## src/rtl/dram_arb.sv

```systemverilog
// dram_arb: two-master arbiter in front of the single DRAM access port.
// Master 0 is the CPU data side and master 1 is the host loader / debug
// path. Each grant carries one access. The arbiter captures the winning
// request, drives the DRAM port for one cycle and, for reads, returns the
// DRAM data with a one-cycle valid pulse to the owner.
//
// Optional feature: define DRAM_ARB_RR_EN to get round-robin tie breaking.
// If the macro is undefined, master 0 has fixed priority and master 1 can
// starve while master 0 keeps requesting.
module dram_arb #(
  parameter int XLEN = 32
) (
  input  logic            clk_i,
  input  logic            rst_n_i,

  input  logic            m0_req_i,
  input  logic            m0_we_i,
  input  logic [XLEN-1:0] m0_addr_i,
  input  logic [XLEN-1:0] m0_wr_data_i,
  input  logic [3:0]      m0_byte_en_i,
  output logic            m0_gnt_o,
  output logic [XLEN-1:0] m0_rd_data_o,
  output logic            m0_rd_vld_o,

  input  logic            m1_req_i,
  input  logic            m1_we_i,
  input  logic [XLEN-1:0] m1_addr_i,
  input  logic [XLEN-1:0] m1_wr_data_i,
  input  logic [3:0]      m1_byte_en_i,
  output logic            m1_gnt_o,
  output logic [XLEN-1:0] m1_rd_data_o,
  output logic            m1_rd_vld_o,

  output logic [XLEN-1:0] dram_rd_addr_o,
  output logic [XLEN-1:0] dram_wr_addr_o,
  output logic [XLEN-1:0] dram_wr_data_o,
  output logic [3:0]      dram_wr_byte_en_o,
  input  logic [XLEN-1:0] dram_rd_data_i
);

  typedef enum logic [1:0] {
    S_IDLE   = 2'd0,
    S_ACCESS = 2'd1,
    S_RESP   = 2'd2
  } state_t;

  state_t          r_state;

  // Owner of the access in flight: 0 = master 0, 1 = master 1.
  logic            r_owner;

  // Request fields captured at the grant edge. The requester may change its
  // inputs from the cycle after the grant, so the DRAM port is driven from
  // these registers only.
  logic            r_we;
  logic [XLEN-1:0] r_addr;
  logic [XLEN-1:0] r_wr_data;
  logic [3:0]      r_byte_en;

  // One-cycle handshake pulses back to the masters.
  logic            r_gnt0;
  logic            r_gnt1;
  logic            r_vld0;
  logic            r_vld1;

`ifdef DRAM_ARB_RR_EN
  // Last master to be granted. Resets to 1 so master 0 wins the first tie.
  logic            r_last_owner;
`endif

  // Winner of the current arbitration and its request fields.
  logic            w_any_req;
  logic            w_pick;
  logic            w_sel_we;
  logic [XLEN-1:0] w_sel_addr;
  logic [XLEN-1:0] w_sel_wr_data;
  logic [3:0]      w_sel_byte_en;
  logic            w_resp;
  logic            w_write_cycle;

  // Pick the winning master among the requests present this cycle and mux its fields
  always_comb begin
    w_any_req = m0_req_i | m1_req_i;
    w_pick    = 1'b0;
`ifdef DRAM_ARB_RR_EN
    if (m0_req_i && m1_req_i) begin
      w_pick = ~r_last_owner;
    end else begin
      w_pick = m1_req_i;
    end
`else
    w_pick = m1_req_i & ~m0_req_i;
`endif
    w_sel_we      = w_pick ? m1_we_i      : m0_we_i;
    w_sel_addr    = w_pick ? m1_addr_i    : m0_addr_i;
    w_sel_wr_data = w_pick ? m1_wr_data_i : m0_wr_data_i;
    w_sel_byte_en = w_pick ? m1_byte_en_i : m0_byte_en_i;
  end

  // Access sequencer: IDLE arbitrates, ACCESS drives the port, RESP returns read data
  always_ff @(posedge clk_i or negedge rst_n_i) begin
    if (!rst_n_i) begin
      r_state      <= S_IDLE;
      r_owner      <= 1'b0;
      r_we         <= 1'b0;
      r_addr       <= '0;
      r_wr_data    <= '0;
      r_byte_en    <= 4'h0;
      r_gnt0       <= 1'b0;
      r_gnt1       <= 1'b0;
      r_vld0       <= 1'b0;
      r_vld1       <= 1'b0;
`ifdef DRAM_ARB_RR_EN
      r_last_owner <= 1'b1;
`endif
    end else begin
      r_gnt0 <= 1'b0;
      r_gnt1 <= 1'b0;
      r_vld0 <= 1'b0;
      r_vld1 <= 1'b0;
      case (r_state)
        S_IDLE: begin
          if (w_any_req) begin
            r_state      <= S_ACCESS;
            r_owner      <= w_pick;
            r_we         <= w_sel_we;
            r_addr       <= w_sel_addr;
            r_wr_data    <= w_sel_wr_data;
            r_byte_en    <= w_sel_byte_en;
            r_gnt0       <= ~w_pick;
            r_gnt1       <= w_pick;
`ifdef DRAM_ARB_RR_EN
            r_last_owner <= w_pick;
`endif
          end
        end
        S_ACCESS: begin
          if (r_we) begin
            r_state <= S_IDLE;
          end else begin
            r_state <= S_RESP;
            r_vld0  <= ~r_owner;
            r_vld1  <= r_owner;
          end
        end
        S_RESP: begin
          r_state <= S_IDLE;
        end
        default: begin
          r_state <= S_IDLE;
        end
      endcase
    end
  end

  // A write is only issued during ACCESS; at all other times byte enables are zero.
  assign w_write_cycle = (r_state == S_ACCESS) && r_we;
  assign w_resp        = (r_state == S_RESP);

  // The DRAM address/data lines hold the last captured request between accesses.
  assign dram_rd_addr_o    = r_addr;
  assign dram_wr_addr_o    = r_addr;
  assign dram_wr_data_o    = r_wr_data;
  assign dram_wr_byte_en_o = w_write_cycle ? r_byte_en : 4'h0;

  assign m0_gnt_o    = r_gnt0;
  assign m1_gnt_o    = r_gnt1;
  assign m0_rd_vld_o = r_vld0;
  assign m1_rd_vld_o = r_vld1;

  // Both masters see the DRAM read data during the response cycle. Outside
  // that cycle the data is forced to zero, so it reads as zero in reset.
  assign m0_rd_data_o = w_resp ? dram_rd_data_i : '0;
  assign m1_rd_data_o = w_resp ? dram_rd_data_i : '0;

endmodule

```

## config.mk

```make
export PLATFORM = sky130hd
export DESIGN_NAME = dram_arb
export DESIGN_NICKNAME = d
export VERILOG_FILES = /design/src/rtl/dram_arb.sv
export SDC_FILE = /design/constraint.sdc
export NUM_CORES = 1
export LEC_CHECK = 0
export ABC_AREA = 0
export CORE_AREA = 4 4 132 134
export DETAILED_ROUTE_END_ITERATION = 7
export DIE_AREA = 0 0 136 138
export GPL_TIMING_DRIVEN = 0
export PLACE_DENSITY = 0.75
export RECOVER_POWER = 25
export SYNTH_ARGS = -nofsm -noshare
export SYNTH_HDL_FRONTEND = slang
export SYNTH_SLANG_ARGS = --single-unit
export TNS_END_PERCENT = 30
```

## constraint.sdc

```tcl
create_clock -name clk_i -period 2.3 [get_ports clk_i]
set_input_delay 0.69 -clock clk_i [delete_from_list [all_inputs] [get_ports clk_i]]
set_output_delay 0.69 -clock clk_i [all_outputs]
set_load 0.05 [all_outputs]
```

==> results of run 1 <==
-- per-layer routing --
metal | vias to the layer above | wire (microns) | track usage [%]
met5 | - | 0 | 0
met4 | 0 | 585 | 7.905
met3 | 29 | 1494 | 4.906
met2 | 223 | 8657 | 31.32
met1 | 1809 | 5865 | 17.29
li1 | 1825 | - | -
-- report_power, final --
group	internal, mW	switching (mW)	total, mW
Combinational	3.99	5.63	9.62
Sequential	2.02	0.526	2.55
Clock	0.950	0.552	1.50
Total	6.96	6.71	13.7
-- stage by stage --
step	area (sq um)	setup slack, ps	TNS [ps]	std cells	power [mW]
after detailed placement	8645	-739.2	-44000	907	12.25
final	8912	11.74	0	925	13.67
after global placement	8627	-2070	-199750	906	12.15
after CTS	8836	-10.46	-44.44	925	13.76
after global routing	8912	-64.97	-1420	925	14.21
after floorplan	4938	39.53	0	345	9.116
-- cell families (layout without fill, tap and decap cells) --
family | count (synthesis) | count (layout) | share of synthesized area (%)
flip-flops | 76 | 76 | 38.51
multiplexers | 138 | 138 | 41.96
AND/OR/NAND/NOR | 46 | 46 | 5.802
buffers and inverters | 83 | 443 | 13.48
AO/OA/AOI/OAI | 2 | 2 | 0.2533
-- cell type report --
class	count	area [sq um]	share of cell area (%)
Buffer	83	699.4	7.848
Clock buffer	10	229.0	2.569
Clock inverter	6	88.84	0.9968
Multi-Input combinational cell	186	2401	26.94
Sequential cell	76	1903	21.35
Tap cell	220	275.3	3.089
Timing Repair Buffer	344	3316	37.20
-- how the worst min path moves through the flow --
stage,start,endpoint,slack [ps],cells after the start
2_1_floorplan,rst_n_i,dram_rd_addr_o[0],390,0
3_3_place_gp,r_owner,m0_rd_vld_o,440,1
3_5_place_dp,r_owner,m0_rd_vld_o,460,1
4_1_cts,rst_n_i,dram_wr_data_o[18],340,1
5_1_grt,r_owner,m0_rd_vld_o,480,1
6_report,r_owner,m0_rd_vld_o,470,1
-- state kept, by name, summed over array words and instances (netlist names) --
register	count
r_byte_en	4
m0_rd_vld_o	1
dram_wr_data_o	32
r_owner	1
dram_rd_addr_o	32
r_we	1
m0_gnt_o	1
m1_rd_vld_o	1
m1_gnt_o	1
r_state	2
-- placed cells by master, fill, tap and decap left out, types with 2 or more instances in the layout --
master | Yosys | routed
and2_1 | 37 | 28
and2_4 | 0 | 9
buf_2 | 1 | 8
buf_4 | 71 | 127
buf_6 | 1 | 28
buf_8 | 7 | 12
bufinv_16 | 0 | 2
clkbuf_16 | 0 | 9
clkbuf_4 | 0 | 6
clkbuf_8 | 0 | 3
clkdlybuf4s50_1 | 0 | 234
clkinvlp_4 | 0 | 2
dfrtp_1 | 76 | 75
dlygate4sd2_1 | 0 | 4
dlymetal6s2s_1 | 0 | 3
mux2_4 | 138 | 138
nor2_1 | 2 | 2
-- what timing repair did --
action	4_1_cts	5_1_grt
buffers inserted	2	0
pin swaps	1	0
endpoints found under the setup margin	103	61
hold buffers	0	0
resized for setup	468	52
==> impl_metrics.csv, run 1 <==
group,metric,value,unit
global_routing,grt_pass1_wl,24.59,mm
timing,worst_pin_slew,974.6,ps
floorplan,rows,47,
layout,area_growth,80.47,%
setup_path,arrival,1600,ps
setup_path,reg2reg_setup_slack,470,ps
drt,vias_per_cell,4.201,
global_routing,grt_max_degree,40,
setup_path,startpoint,"r_state[0]",
timing,period_share,99.49,%
floorplan,pin_count,342,
floorplan,core,16290,sq um
timing,finalClockSkew,5.648,ps
timing,clock.fmax,0.4370,GHz
clock_network,clock_sinks,76,
setup_path,path_cells,"nor2b_4 -> clkbuf_8 -> and2_1 -> buf_4 -> buf_6",
drt,wirelength,16.60,mm
placement,detailed_place_hpwl,13.69,mm
synth,yosys.area.top_type_share,41.96,%
drt,vias,3886,
floorplan,initial_core_util,30.32,%
setup_path,cp.required,1610,ps
timing,setup_viol,0,
synth,ys_async_sr_fraction,100.0,%
worst_hold_path,hp-class,"reg -> reg",
floorplan,die_x,136,microns
timing,max_slew_margin,35.02,%
setup_path,reg2reg_depth,6,
setup_path,max_stage_delay,440,ps
layout,drive_gt1_share,49.79,%
setup_path,path_delay_family,"buffers and inverters",
drt,drc_errors,0,
floorplan,die_h,138,microns
synth,syn-cell-area,4938,sq um
synth,synth-edff-count,0,
timing,min_period,2288,ps
timing,hold_viol,0,
drt,detail-route-antenna-nets,0,
global_routing,grt.overflow.total,0,
global_routing,track_usage,16.95,%
synth,ys_seq_elements,76,
timing,drv_slew,0,
synth,synth_cells,345,
timing,grt_setup_unrepaired,"true",
clock_network,cts_root_buf,"clkbuf_16",
power,p_leak,4.337,nW
synth,synth.yosys.seq_area_share,38.51,%
run_status,status,"finished clean",
timing,hold_slack,471.6,ps
synth,synth_commonest_cells,"mux2_4, dfrtp_1, buf_4",
layout,fill_cells,1372,
synth,postSynthAreaPerCell,14.31,sq um
clock_network,clk_path_buf_depth,2,
global_routing,grt_pass1_vias,4436,
floorplan,dieArea,18770,sq um
global_routing,antenna_found_initial,0,
synth,yosysMostFrequentCell,"mux2_4",
setup_path,crit_slowest_cell,"dfrtp_2",
clock_network,clkSlewWorstSetupHoldPaths,60,ps
drt,routedWlPerCell,17.95,microns
flow_run,max_cap_viol_count,0,
setup_path,cp_num_buf_inv,3,
synth,synth_area_leaders,"mux2_4, dfrtp_1, buf_4",
placement,gp_congestion,0.8213,
drt,drt_iter0_drc,105,
synth,ys_warn_count,0,
layout,layout.nets,874,
clock_network,clk-insertion-delay-late,330,ps
clock_network,htree_num_levels,3,
setup_path,crit_fanout,10,
layout,fin_util,54.71,%
clock_network,cts_made_buffers,9,
placement,port-buffer-count,341,
clock_network,cts_tree,"yes",
drt,firstDrtPassIters,4,
setup_path,crit_cells,5,
setup_path,reg2reg_to,"dram_rd_addr_o[20]",
setup_path,crit_path_start_kind,"register",
setup_path,end_kind,"output port",
power,p_per_area,1534,nW/um^2
synth,yosysUniqueCellTypes,17,
synth,yosysTopAreaCell,"mux2_4",
power,vdd_drop_max,905.8,uV
synth,synthFlopType,"dfrtp_1",
setup_path,r2r-start,"r_state[1]",
setup_path,endpoint,"m1_rd_data_o[31]",
synth,syn-num-nets,519,
layout,diodes,0,
setup_path,crit_type,"reg -> out",
Power figures use the tool's default switching activity.
==> inputs of run 2 (changes only) <==
--- a/config.mk
+++ b/config.mk
@@ -10,7 +10,7 @@
 export DETAILED_ROUTE_END_ITERATION = 7
 export DIE_AREA = 0 0 136 138
 export GPL_TIMING_DRIVEN = 0
-export PLACE_DENSITY = 0.75
+export PLACE_DENSITY_LB_ADDON = 0.08
 export RECOVER_POWER = 25
 export SYNTH_ARGS = -nofsm -noshare
 export SYNTH_HDL_FRONTEND = slang
==> run 2 against run 1 <==
Against the previous run: first-iteration DRC count down 14%; cell count rose by 0.43%; core utilization rose by 0.91 points.
==> impl_metrics.csv, run 2 (synthesis gave the netlist of run 1 again) <==
group,metric,value,unit
run_status,status,"finished clean",
drt,vias,3889,
timing,min_period,2292,ps
clock_network,cts_made_buffers,9,
setup_path,path_cells,"nor2b_4 -> buf_12 -> clkbuf_16 -> and2_1 -> buf_4 -> buf_6",
drt,vias_per_cell,4.186,
setup_path,crit_fanout,5,
global_routing,track_usage,16.99,%
drt,firstDrtPassIters,4,
timing,finalClockSkew,8.423,ps
timing,setup_slack,7.801,ps
setup_path,crit_path_start_kind,"register",
drt,routedWlPerCell,18.10,microns
layout,final_common_cell,"clkdlybuf4s50_1",
clock_network,cts_root_buf,"clkbuf_16",
timing,hold_viol,0,
clock_network,cts_tree,"yes",
timing,clock.fmax,0.4363,GHz
setup_path,crit_slowest_cell,"dfrtp_1",
layout,layout.nets,876,
clock_network,htree_num_levels,3,
drt,detail-route-antenna-nets,0,
setup_path,r2r-start,"r_state[1]",
clock_network,clkSlewWorstSetupHoldPaths,60,ps
placement,place_area,8652,sq um
layout,layout_common_cells,"clkdlybuf4s50_1, mux2_4, buf_4, dfrtp_1, buf_6",
drt,wirelength,16.81,mm
layout,stdcell_area,9060,sq um
layout,area_growth,83.46,%
placement,pre_cts_slack,-735.5,ps
clock_network,hold_buffers,0,
flow_run,max_cap_viol_count,0,
setup_path,end_kind,"output port",
timing,setup_viol,0,
setup_path,cp.required,1610,ps
global_routing,grt_max_degree,45,
timing,hold_slack,467.1,ps
setup_path,reg2reg_to,"dram_rd_addr_o[3]",
worst_hold_path,hp-class,"in -> async",
floorplan,die_x,136,microns
setup_path,arrival,1600,ps
layout,drive_gt1_share,52.33,%
setup_path,crit_type,"reg -> out",
clock_network,clock_sinks,76,
timing,drv_slew,0,
setup_path,reg2reg_depth,6,
timing,worst_pin_slew,888.7,ps
clock_network,clk-insertion-delay-late,330,ps
power,vdd_drop_max,655.0,uV
drt,drc_errors,0,
timing,grt_setup_unrepaired,"true",
placement,gp_congestion,0.8280,
power,p_per_area,1517,nW/um^2
global_routing,grt_pass1_vias,4235,
clock_network,clk_path_buf_depth,2,
global_routing,grt.overflow.total,0,
global_routing,antenna_found_initial,1,
floorplan,pin_count,342,
drt,drt_iter0_drc,90,
floorplan,dieArea,18770,sq um
setup_path,max_stage_delay,410,ps
power,power.total,13.74,mW
floorplan,rows,47,
placement,detailed_place_hpwl,13.74,mm
placement,port-buffer-count,341,
timing,max_slew_margin,40.76,%
floorplan,core,16290,sq um
power,p_leak,4.399,nW
floorplan,die_h,138,microns
global_routing,grt_pass1_wl,24.56,mm
setup_path,reg2reg_setup_slack,540,ps
floorplan,initial_core_util,30.32,%
timing,tns,0,ps
timing,period_share,99.66,%
-- run 2: changes by cell type in the layout (fill, tap and decap cells not counted), sizes merged --
cell,previous run,this run
dlygate4sd2,4,1
buf,176,169
diode,0,2
clkbuf,20,30
bufinv,2,1
clkinvlp,2,0
clkdlybuf4s50,234,237
clkinv,2,4
-- run 2: report_power, final --
part	internal (mW)	leakage, nW	switching (mW)
Sequential	2.02	0.894	0.504
Clock	0.892	0.155	0.544
Combinational	4.13	3.35	5.64
-- run 2: per-layer routing --
layer / vias to the layer above / wire [microns] / global-route usage [%]
met3: 23 / 1621 / 5.778
met2: 185 / 8899 / 31.34
met4: 0 / 461 / 6.472
met5: - / 0 / 0
met1: 1854 / 5829 / 17.46
li1: 1827 / - / -
-- run 2: layout make-up --
cell class                      instances  area [sq um]
Buffer                                 83         725.7
Timing Repair Buffer                  346          3407
Multi-Input combinational cell        186          2441
Clock inverter                          5         50.05
Antenna cell                            2         5.005
Fill cell                            1369          7229
Clock buffer                           11         252.7
Sequential cell                        76          1903
Tap cell                              220         275.3
-- run 2: critical path, delay by kind of cell, from the launching register on --
kind	cells	cell delay (ps)
buf+inv	4	550
flops	1	410
simple gates	2	310
-- run 2: worst max path at each step --
stage	from	to	cells after the start
6_report	r_state[1]	m1_rd_data_o[3]	6
3_5_place_dp	r_state[1]	m1_rd_data_o[21]	5
5_1_grt	r_state[1]	m1_rd_data_o[3]	6
2_1_floorplan	r_state[1]	m1_rd_data_o[0]	4
3_3_place_gp	rst_n_i	dram_rd_addr_o[18]	1
4_1_cts	r_state[0]	m1_rd_data_o[2]	5
-- run 2: through the flow --
step,std cells,utilization [%]
floorplan,345,-
global placement,906,52.96
detailed placement,907,53.11
CTS,925,54.14
global route,929,55.62
finish,929,55.62
-- run 2: repair_timing --
| item | in CTS | in global routing |
|---|---|---|
| gates resized for setup | 445 | 83 |
| endpoints found under the setup margin | 100 | 69 |
| cloned | 0 | 1 |
| setup buffers | 2 | 1 |
| pin swaps | 0 | 10 |
==> inputs of run 3 (changes only) <==
--- a/config.mk
+++ b/config.mk
@@ -11,7 +11,7 @@
 export DIE_AREA = 0 0 136 138
 export GPL_TIMING_DRIVEN = 0
 export PLACE_DENSITY_LB_ADDON = 0.08
-export RECOVER_POWER = 25
+export RECOVER_POWER = 50
 export SYNTH_ARGS = -nofsm -noshare
 export SYNTH_HDL_FRONTEND = slang
 export SYNTH_SLANG_ARGS = --single-unit
==> run 3 against run 2 <==
Against the previous run: clock power about the same; non-clock buffer count is the same; sequential power about the same; highest routed layer is now met5; wire length rose by 0.70%; sequential cell count unchanged; total power decreased by 2.3%; critical path depth is the same; register-to-register slack worse by 130 ps; worst hold slack worse by 1.7 ps; maximum frequency is essentially flat; cell count is the same; final area decreased by 2.5%.
==> impl_metrics.csv, run 3 (synthesis gave the netlist of run 1 again) <==
group,metric,value,unit
run_status,status,"finished clean",
timing,drv_slew,0,
layout,stdcell_area,8836,sq um
clock_network,clkSlewWorstSetupHoldPaths,60,ps
global_routing,grt_max_degree,45,
clock_network,cts_root_buf,"clkbuf_16",
drt,drc_errors,0,
placement,dp.cells,907,
timing,finalClockSkew,8.288,ps
floorplan,die_x,136,microns
timing,max_slew_margin,40.83,%
global_routing,grt_pass1_wl,24.56,mm
floorplan,initial_core_util,30.32,%
placement,pre_cts_slack,-735.5,ps
clock_network,clock_sinks,76,
drt,detail-route-antenna-nets,0,
clock_network,cts_made_buffers,9,
floorplan,pin_count,342,
setup_path,crit_fanout,5,
setup_path,cp.required,1610,ps
layout,fill_cells,1405,
drt,drt_iter0_drc,89,
setup_path,reg2reg_setup_slack,410,ps
global_routing,grt.overflow.total,0,
clock_network,htree_num_levels,3,
floorplan,die_h,138,microns
placement,gp_congestion,0.8280,
layout,drive_gt1_share,46.39,%
global_routing,track_usage,16.99,%
setup_path,reg2reg_depth,6,
setup_path,end_kind,"output port",
timing,period_share,99.56,%
timing,tns,0,ps
power,vdd_drop_max,620.7,uV
clock_network,clk_path_buf_depth,2,
clock_network,hold_buffers,0,
drt,wirelength,16.93,mm
timing,worst_pin_slew,887.5,ps
setup_path,arrival,1600,ps
layout,final_cells,929,
clock_network,cts_tree,"yes",
timing,setup_viol,0,
placement,port-buffer-count,341,
layout,fin_util,54.24,%
layout,area_growth,78.92,%
timing,hold_slack,465.4,ps
floorplan,core,16290,sq um
timing,clock.fmax,0.4367,GHz
setup_path,crit_path_start_kind,"register",
timing,grt_setup_unrepaired,"true",
global_routing,grt_pass1_vias,4235,
drt,vias,3899,
placement,place_area,8652,sq um
global_routing,antenna_found_initial,2,
timing,hold_viol,0,
layout,layout_common_cells,"clkdlybuf4s50_1, mux2_4, buf_4, dfrtp_1, clkbuf_1",
layout,final_common_cell,"clkdlybuf4s50_1",
power,p_leak,4.181,nW
placement,detailed_place_hpwl,13.74,mm
worst_hold_path,hp-class,"in -> async",
flow_run,max_cap_viol_count,0,
power,power.total,13.42,mW
timing,min_period,2290,ps
drt,firstDrtPassIters,4,
timing,setup_slack,10.04,ps
setup_path,r2r-start,"r_state[1]",
setup_path,crit_type,"reg -> out",
clock_network,clk-insertion-delay-late,330,ps
floorplan,dieArea,18770,sq um
drt,vias_per_cell,4.197,
setup_path,reg2reg_to,"dram_rd_addr_o[3]",
drt,routedWlPerCell,18.22,microns
power,p_per_area,1519,nW/um^2
floorplan,rows,47,
layout,layout.nets,876,
## run 3: per-layer routing
| metal | part of all wire (%) | up-vias | global-route usage (%) | wire length, microns |
|---|---|---|---|---|
| met2 | 53 | 187 | 31.34 | 8899 |
| li1 | - | 1829 | - | - |
| met5 | 0.077 | - | 0 | 13 |
| met1 | 35 | 1854 | 17.46 | 5939 |
| met4 | 2.8 | 2 | 6.472 | 472 |
| met3 | 9.5 | 27 | 5.778 | 1604 |
## run 3: area by class of cell
class / instances / area [sq um] / area share, %
Antenna cell: 2 / 5.005 / 0.05664
Buffer: 83 / 685.7 / 7.760
Clock buffer: 11 / 252.7 / 2.860
Clock inverter: 5 / 50.05 / 0.5664
Multi-Input combinational cell: 186 / 2400 / 27.16
Sequential cell: 76 / 1903 / 21.54
Tap cell: 220 / 275.3 / 3.115
Timing Repair Buffer: 346 / 3264 / 36.94
## run 3: worst max-delay path, cell delays in order (launching register included)
cell and delay, ps:
dfrtp_1 410, nor2b_4 150, buf_12 130, clkbuf_16 150
and2_4 160, buf_4 130, buf_6 140
## run 3: how the worst max path moves through the flow
stage	from	end	slack [ps]	cells past startpoint
after floorplan	r_state[1]	m1_rd_data_o[0]	40	4
after global routing	r_state[1]	m1_rd_data_o[3]	-40	6
after global placement	rst_n_i	dram_rd_addr_o[18]	-2280	1
after CTS	r_state[0]	m1_rd_data_o[2]	-30	5
after detailed placement	r_state[1]	m1_rd_data_o[21]	-740	5
final	r_state[1]	m1_rd_data_o[7]	10	6
## run 3: timing repair
action | CTS | global route
resized for setup | 445 | 83
buffers inserted | 2 | 1
setup endpoints to repair | 100 | 69
gates cloned | 0 | 1
hold endpoints to repair | 0 | 0
pin swaps | 0 | 10
## run 3: power breakdown
group / internal, mW / switching, mW
sequential: 2.02 / 0.504
combinational: 3.81 / 5.64
clock: 0.892 / 0.546
total: 6.73 / 6.69
